===== config.mk =====
export PLATFORM = sky130hd
export DESIGN_NAME = instr_encoder
export DESIGN_NICKNAME = d
export VERILOG_FILES = /design/src/rtl/riscv_pkg.sv /design/src/rtl/imm_packer.sv /design/src/rtl/instr_encoder.sv
export SDC_FILE = /design/constraint.sdc
export NUM_CORES = 1
export LEC_CHECK = 0
export CORE_MARGIN = 2
export CORE_UTILIZATION = 48
export CTS_BUF_LIST = sky130_fd_sc_hd__clkbuf_4
export DETAILED_ROUTE_END_ITERATION = 8
export PLACE_DENSITY = 0.88
export SYNTH_ARGS = -nofsm -noshare
export SYNTH_HDL_FRONTEND = slang
export SYNTH_SLANG_ARGS = --single-unit

===== constraint.sdc =====
create_clock -name clk -period 3.78 [get_ports clk]
set_input_delay 0.756 -clock clk [delete_from_list [all_inputs] [get_ports clk]]
set_output_delay 0.756 -clock clk [all_outputs]
set_load 0.01 [all_outputs]

===== src/rtl/riscv_pkg.sv =====
`default_nettype none
// ============================================================================
// Module   : riscv_pkg
// Brief    : Shared RV32I format codes, opcode constants and the NOP word.
// Revision : 1.0
// ============================================================================
package riscv_pkg;

   typedef enum logic [2:0] {
      FMT_R    = 3'd0,
      FMT_I    = 3'd1,
      FMT_S    = 3'd2,
      FMT_B    = 3'd3,
      FMT_U    = 3'd4,
      FMT_J    = 3'd5,
      FMT_RSV6 = 3'd6,
      FMT_RSV7 = 3'd7
   } fmt_e;

   localparam logic [6:0] OP_R      = 7'h33;
   localparam logic [6:0] OP_IMM    = 7'h13;
   localparam logic [6:0] OP_LOAD   = 7'h03;
   localparam logic [6:0] OP_STORE  = 7'h23;
   localparam logic [6:0] OP_BRANCH = 7'h63;
   localparam logic [6:0] OP_LUI    = 7'h37;
   localparam logic [6:0] OP_JAL    = 7'h6F;

   localparam logic [31:0] NOP_WORD = 32'h0000_0013;

endpackage
`default_nettype wire


===== src/rtl/imm_packer.sv =====
`default_nettype none
// ============================================================================
// Module   : imm_packer
// Brief    : Places immediate bits for each format; optional range check
//            enabled by INSTR_ENCODER_IMM_CHECK_EN.
// Revision : 1.0
// ============================================================================
module imm_packer
   import riscv_pkg::*;
(
   input  logic [2:0]  i_fmt,
   input  logic [31:0] i_imm,
   output logic [31:0] o_imm_bits,
   output logic        o_range_err
);

   fmt_e w_fmt;
   assign w_fmt = fmt_e'(i_fmt);

   always_comb begin
      o_imm_bits = '0;
      case (w_fmt)
         FMT_I:   o_imm_bits = {i_imm[11:0], 20'b0};
         FMT_S:   o_imm_bits = {i_imm[11:5], 13'b0, i_imm[4:0], 7'b0};
         FMT_B:   o_imm_bits = {i_imm[12], i_imm[10:5], 13'b0, i_imm[4:1], i_imm[11], 7'b0};
         FMT_U:   o_imm_bits = {i_imm[31:12], 12'b0};
         FMT_J:   o_imm_bits = {i_imm[20], i_imm[10:1], i_imm[11], i_imm[19:12], 12'b0};
         default: o_imm_bits = '0;
      endcase
   end

`ifdef INSTR_ENCODER_IMM_CHECK_EN
   // A value fits an N-bit signed field when all bits above N-1 copy the sign.
   logic w_fits12;
   logic w_fits13;
   logic w_fits21;
   assign w_fits12 = (i_imm[31:11] == {21{i_imm[11]}});
   assign w_fits13 = (i_imm[31:12] == {20{i_imm[12]}});
   assign w_fits21 = (i_imm[31:20] == {12{i_imm[20]}});

   always_comb begin
      o_range_err = 1'b0;
      case (w_fmt)
         FMT_I, FMT_S: o_range_err = !w_fits12;
         FMT_B:        o_range_err = !w_fits13 || i_imm[0];
         FMT_U:        o_range_err = |i_imm[11:0];
         FMT_J:        o_range_err = !w_fits21 || i_imm[0];
         default:      o_range_err = 1'b0;
      endcase
   end
`else
   assign o_range_err = 1'b0;
`endif

endmodule
`default_nettype wire


===== src/rtl/instr_encoder.sv =====
`default_nettype none
// ============================================================================
// Module   : instr_encoder
// Brief    : Packs RV32I fields into words and streams them with addresses.
//            Build macro INSTR_ENCODER_IMM_CHECK_EN adds immediate checking.
// Revision : 1.0
// ============================================================================
module instr_encoder
   import riscv_pkg::*;
#(
   parameter int unsigned       ADDR_W    = 32,
   parameter logic [ADDR_W-1:0] BASE_ADDR = '0
)(
   input  logic              clk,
   input  logic              reset_n,
   input  logic              flush,
   input  logic              in_valid,
   output logic              in_ready,
   input  logic [2:0]        in_fmt,
   input  logic [6:0]        in_op,
   input  logic [4:0]        in_rd,
   input  logic [4:0]        in_rs1,
   input  logic [4:0]        in_rs2,
   input  logic [2:0]        in_funct3,
   input  logic              in_funct7b5,
   input  logic [31:0]       in_imm,
   input  logic              in_last,
   output logic              out_valid,
   input  logic              out_ready,
   output logic [31:0]       out_word,
   output logic [ADDR_W-1:0] out_addr,
   output logic              out_err,
   output logic              done,
   output logic [7:0]        err_cnt
);

   logic              r_valid;
   logic              r_err;
   logic              r_last;
   logic              r_done;
   logic [31:0]       r_word;
   logic [ADDR_W-1:0] r_addr;
   logic [7:0]        r_err_cnt;

   logic [31:0] w_imm_bits;
   logic [31:0] w_word;
   logic        w_range_err;
   logic        w_err;
   logic        w_in_fire;
   logic        w_out_fire;
   fmt_e        w_fmt;

   imm_packer u_imm_packer (
      .i_fmt       (in_fmt),
      .i_imm       (in_imm),
      .o_imm_bits  (w_imm_bits),
      .o_range_err (w_range_err)
   );

   assign w_fmt = fmt_e'(in_fmt);

   always_comb begin
      w_word = '0;
      w_err  = w_range_err;
      case (w_fmt)
         FMT_R:        w_word = {1'b0, in_funct7b5, 5'b0, in_rs2, in_rs1, in_funct3, in_rd, in_op};
         FMT_I:        w_word = w_imm_bits | {12'b0, in_rs1, in_funct3, in_rd, in_op};
         FMT_S, FMT_B: w_word = w_imm_bits | {7'b0, in_rs2, in_rs1, in_funct3, 5'b0, in_op};
         FMT_U, FMT_J: w_word = w_imm_bits | {20'b0, in_rd, in_op};
         default: begin
            w_word = NOP_WORD;
            w_err  = 1'b1;
         end
      endcase
   end

   assign in_ready   = !r_valid || out_ready;
   assign w_in_fire  = in_valid && in_ready;
   assign w_out_fire = r_valid && out_ready;

   always_ff @(posedge clk) begin
      if (!reset_n) begin
         r_valid   <= 1'b0;
         r_word    <= '0;
         r_err     <= 1'b0;
         r_last    <= 1'b0;
         r_done    <= 1'b0;
         r_addr    <= BASE_ADDR;
         r_err_cnt <= '0;
      end else if (flush) begin
         r_valid <= 1'b0;
         r_done  <= 1'b0;
         r_addr  <= BASE_ADDR;
      end else begin
         r_done <= w_out_fire && r_last;
         if (w_out_fire) begin
            r_addr <= r_last ? BASE_ADDR : r_addr + ADDR_W'(4);
            if (r_err && (r_err_cnt != 8'hFF)) begin
               r_err_cnt <= r_err_cnt + 8'd1;
            end
         end
         // A new word may replace the one leaving in the same cycle.
         if (w_in_fire) begin
            r_valid <= 1'b1;
            r_word  <= w_word;
            r_err   <= w_err;
            r_last  <= in_last;
         end else if (w_out_fire) begin
            r_valid <= 1'b0;
         end
      end
   end

   assign out_valid = r_valid;
   assign out_word  = r_word;
   assign out_addr  = r_addr;
   assign out_err   = r_err;
   assign done      = r_done;
   assign err_cnt   = r_err_cnt;

endmodule
`default_nettype wire


==> metrics.txt <==
status complete, no violations; Clock Sinks 74; maximum vdd drop 155 µV; pin slew with the least headroom to its limit 1120 ps; H-tree Lvls 3; hold_sp r_last$_SDFFE_PN0P_; largest net degree at the start of global routing 45; die height 89.9 µm; synth-to-layout area growth 44.2%; clock skew 16.6 ps; port bufs 140; fin cells 637; RSZ-0062 raised after global routing false; Final Hold Fails 0; CP Data Required Time 3020 ps; chip width 89.9 µm; Area after DPL 0.00498 mm²; Worst-path clk slew 120 ps; DRC viols 0; share of layout cells above drive strength 1 0.0483; Leak Pwr 1.75 nW; CP endpoint kind output pin; CTS tree done; Post-Syn Area 0.00354 mm²; detailed-route via count 3,703; startpoint types input port; Routed WL per cell 16.3 µm; post_cts resized 0; Final nets 602; Initial Util 0.491; crit path DAT 2230 ps; Antenna Cells 0; HP Class flip-flop to flip-flop; clock latency at the later pin of the worst-skew pair 420 ps; initial antenna violation count 0; DRT Pass-1 Iters 4; Synth Flop Type dfxtp_1; cell count after synthesis 406; Post-CTS Setup Repair Bufs 0; Ys Warns 0; area of the multi-input gates 0.00191 mm²; WS Path Type input port to output pin; placed cell count 621; Post-synth EDFFs 0; Filler cells 577; Vias/cell 5.81; I/O pin total 143; origin of the worst setup path out_ready; Final min period 2990 ps; Hold-fix buffers, CTS 0; Worst Path Max Fanout 8; global-route usage over all layers 0.248; vias in the first global route 3,500; Inserted Clock Buffers 9; setup TNS 0 ps; Die ar. 0.00809 mm²; first-pass GRT wire length 16.7 mm; Post-Syn Area per Cell 8.73 µm²; synth unique cells 50; Initial DRC Count 174; HPWL after detailed placement 7.68 mm; slew margin rel. 0.256; Final Wtd Congestion 0.914; post-synthesis sequential area ratio 0.418; Yosys reg bits 74; antenna-violating nets left 0; Post-synth ARST share 0; final setup vio count 0; final worst path period share 0.791; MaxCap Viol Count 0; fmax 335 MHz; worst hold slack 471 ps; Final Util 0.708; root buffer cell clkbuf_4; row count 31; Worst R2R Start out_addr[2]$_SDFFE_PP0P_; Pins Over Slew Limit 0; clk buf depth 2; Total Wirelength 10.4 mm; Core Area 0.00721 mm²; FF+latch area 0.00148 mm²; Pwr Density 298 mW/mm²; post-route cell area 0.00511 mm²; gr ovfl total 0
[cell usage after synthesis, types with 4 or more instances]
| cell | n | area share |
|---|---|---|
| nor4_1 | 4 | 0.0071 |
| a22oi_1 | 10 | 0.021 |
| a21oi_1 | 27 | 0.038 |
| xnor2_1 | 10 | 0.025 |
| nand3_1 | 15 | 0.021 |
| inv_1 | 9 | 0.0095 |
| o21ai_0 | 16 | 0.023 |
| o211a_1 | 11 | 0.031 |
| nor2_1 | 24 | 0.025 |
| nor3b_1 | 12 | 0.025 |
| nand3b_1 | 6 | 0.013 |
| a221o_1 | 6 | 0.017 |
| or3_1 | 7 | 0.012 |
| dfxtp_1 | 74 | 0.42 |
| a21boi_0 | 6 | 0.013 |
| clkbuf_1 | 23 | 0.024 |
| nand2_1 | 34 | 0.036 |
| o31ai_1 | 15 | 0.032 |
| nand4_1 | 9 | 0.016 |
| nand2b_1 | 4 | 0.0071 |
| nor2b_1 | 10 | 0.018 |
| a221oi_1 | 8 | 0.020 |
| or4_1 | 16 | 0.034 |
| o211ai_1 | 6 | 0.013 |
[worst max-delay path, stage by stage]
cell and delay, ps:
clkdlybuf4s50_1 570, nor2b_1 280, inv_1 110, clkdlybuf4s50_1 510
[registers in the layout (all words and copies together), names as in the netlist]
name       flops
out_word      32
out_addr      30
err_cnt        8
done           1
out_err        1
out_valid      1
r_last         1
[report_power, final]
part	switching (mW)	internal, mW	total, mW
Sequential	0.0132	0.802	0.815
Combinational	0.0996	0.136	0.235
Clock	0.279	0.194	0.473
Total	0.391	1.13	1.52
[worst paths after layout]
kind | to | slack (ps) | cells past startpoint
setup / recovery | in_ready | 790 | 4
hold reg to reg | r_last$_SDFFE_PN0P_ | 470 | 2
setup reg to reg | out_addr[26]$_SDFFE_PP0P_ | 1530 | 5
hold / removal | r_last$_SDFFE_PN0P_ | 470 | 2
[cell usage in the layout (no fill, tap or decap), types with 3 or more instances in the layout]
| cell | count |
|---|---|
| a21oi_1 | 27 |
| or3_1 | 7 |
| o211a_1 | 11 |
| o211ai_1 | 6 |
| nand3_1 | 15 |
| nor2_1 | 24 |
| dfxtp_1 | 74 |
| nand3b_1 | 6 |
| o21ai_0 | 16 |
| nand2_1 | 34 |
| or4_1 | 16 |
| a221oi_1 | 8 |
| a21boi_0 | 6 |
| clkinv_1 | 4 |
| o31ai_1 | 15 |
| nor2b_1 | 10 |
| and3_1 | 3 |
| clkbuf_4 | 9 |
| xnor2_1 | 10 |
| a221o_1 | 6 |
| nor3b_1 | 11 |
| o221a_2 | 3 |
| nand2b_1 | 4 |
| buf_4 | 4 |
| clkdlybuf4s50_1 | 140 |
| inv_1 | 9 |
| nor4_1 | 4 |
| mux2i_1 | 3 |
| and2_1 | 3 |
| a22oi_1 | 10 |
| nand4_1 | 9 |
[stage by stage]
stage	setup slack [ps]	power (mW)
after floorplan	1610	0.926
after global placement	785	1.06
after detailed placement	683	1.07
after CTS	795	1.53
after global routing	730	1.58
final	792	1.52
[per-layer routing]
layer  up-vias  global-route usage  wire length, µm
li1       1766                   -                -
met3        30              0.0763              897
met2       162               0.428             5160
met5         -                   0                0
met4         0               0.100              297
met1      1745               0.288             4060
[cells by family (layout without fill, tap and decap cells)]
| family | after synthesis | in the layout | share of synthesized area |
|---|---|---|---|
| other | 1 | 2 | 0.00106 |
| muxes | 5 | 5 | 0.0148 |
| DFF | 74 | 74 | 0.418 |
| AOI/OAI and AO/OA | 116 | 116 | 0.233 |
| and+or+nand+nor | 157 | 157 | 0.250 |
| adders and majority gates | 2 | 2 | 0.00706 |
| xor gates and xnor gates | 12 | 12 | 0.0297 |
| buffers and inverters | 39 | 170 | 0.0462 |
[final cells by class]
| cell class | instances | share of cell area |
|---|---|---|
| inverters | 10 | 0.00735 |
| repair buffers | 144 | 0.280 |
| flip-flops and latches | 74 | 0.290 |
| well taps | 99 | 0.0242 |
| clock buffers | 9 | 0.0132 |
| clock inverters | 7 | 0.0118 |
| multi-input cells | 294 | 0.373 |
Note: power is estimated with default switching activity, not from simulation.
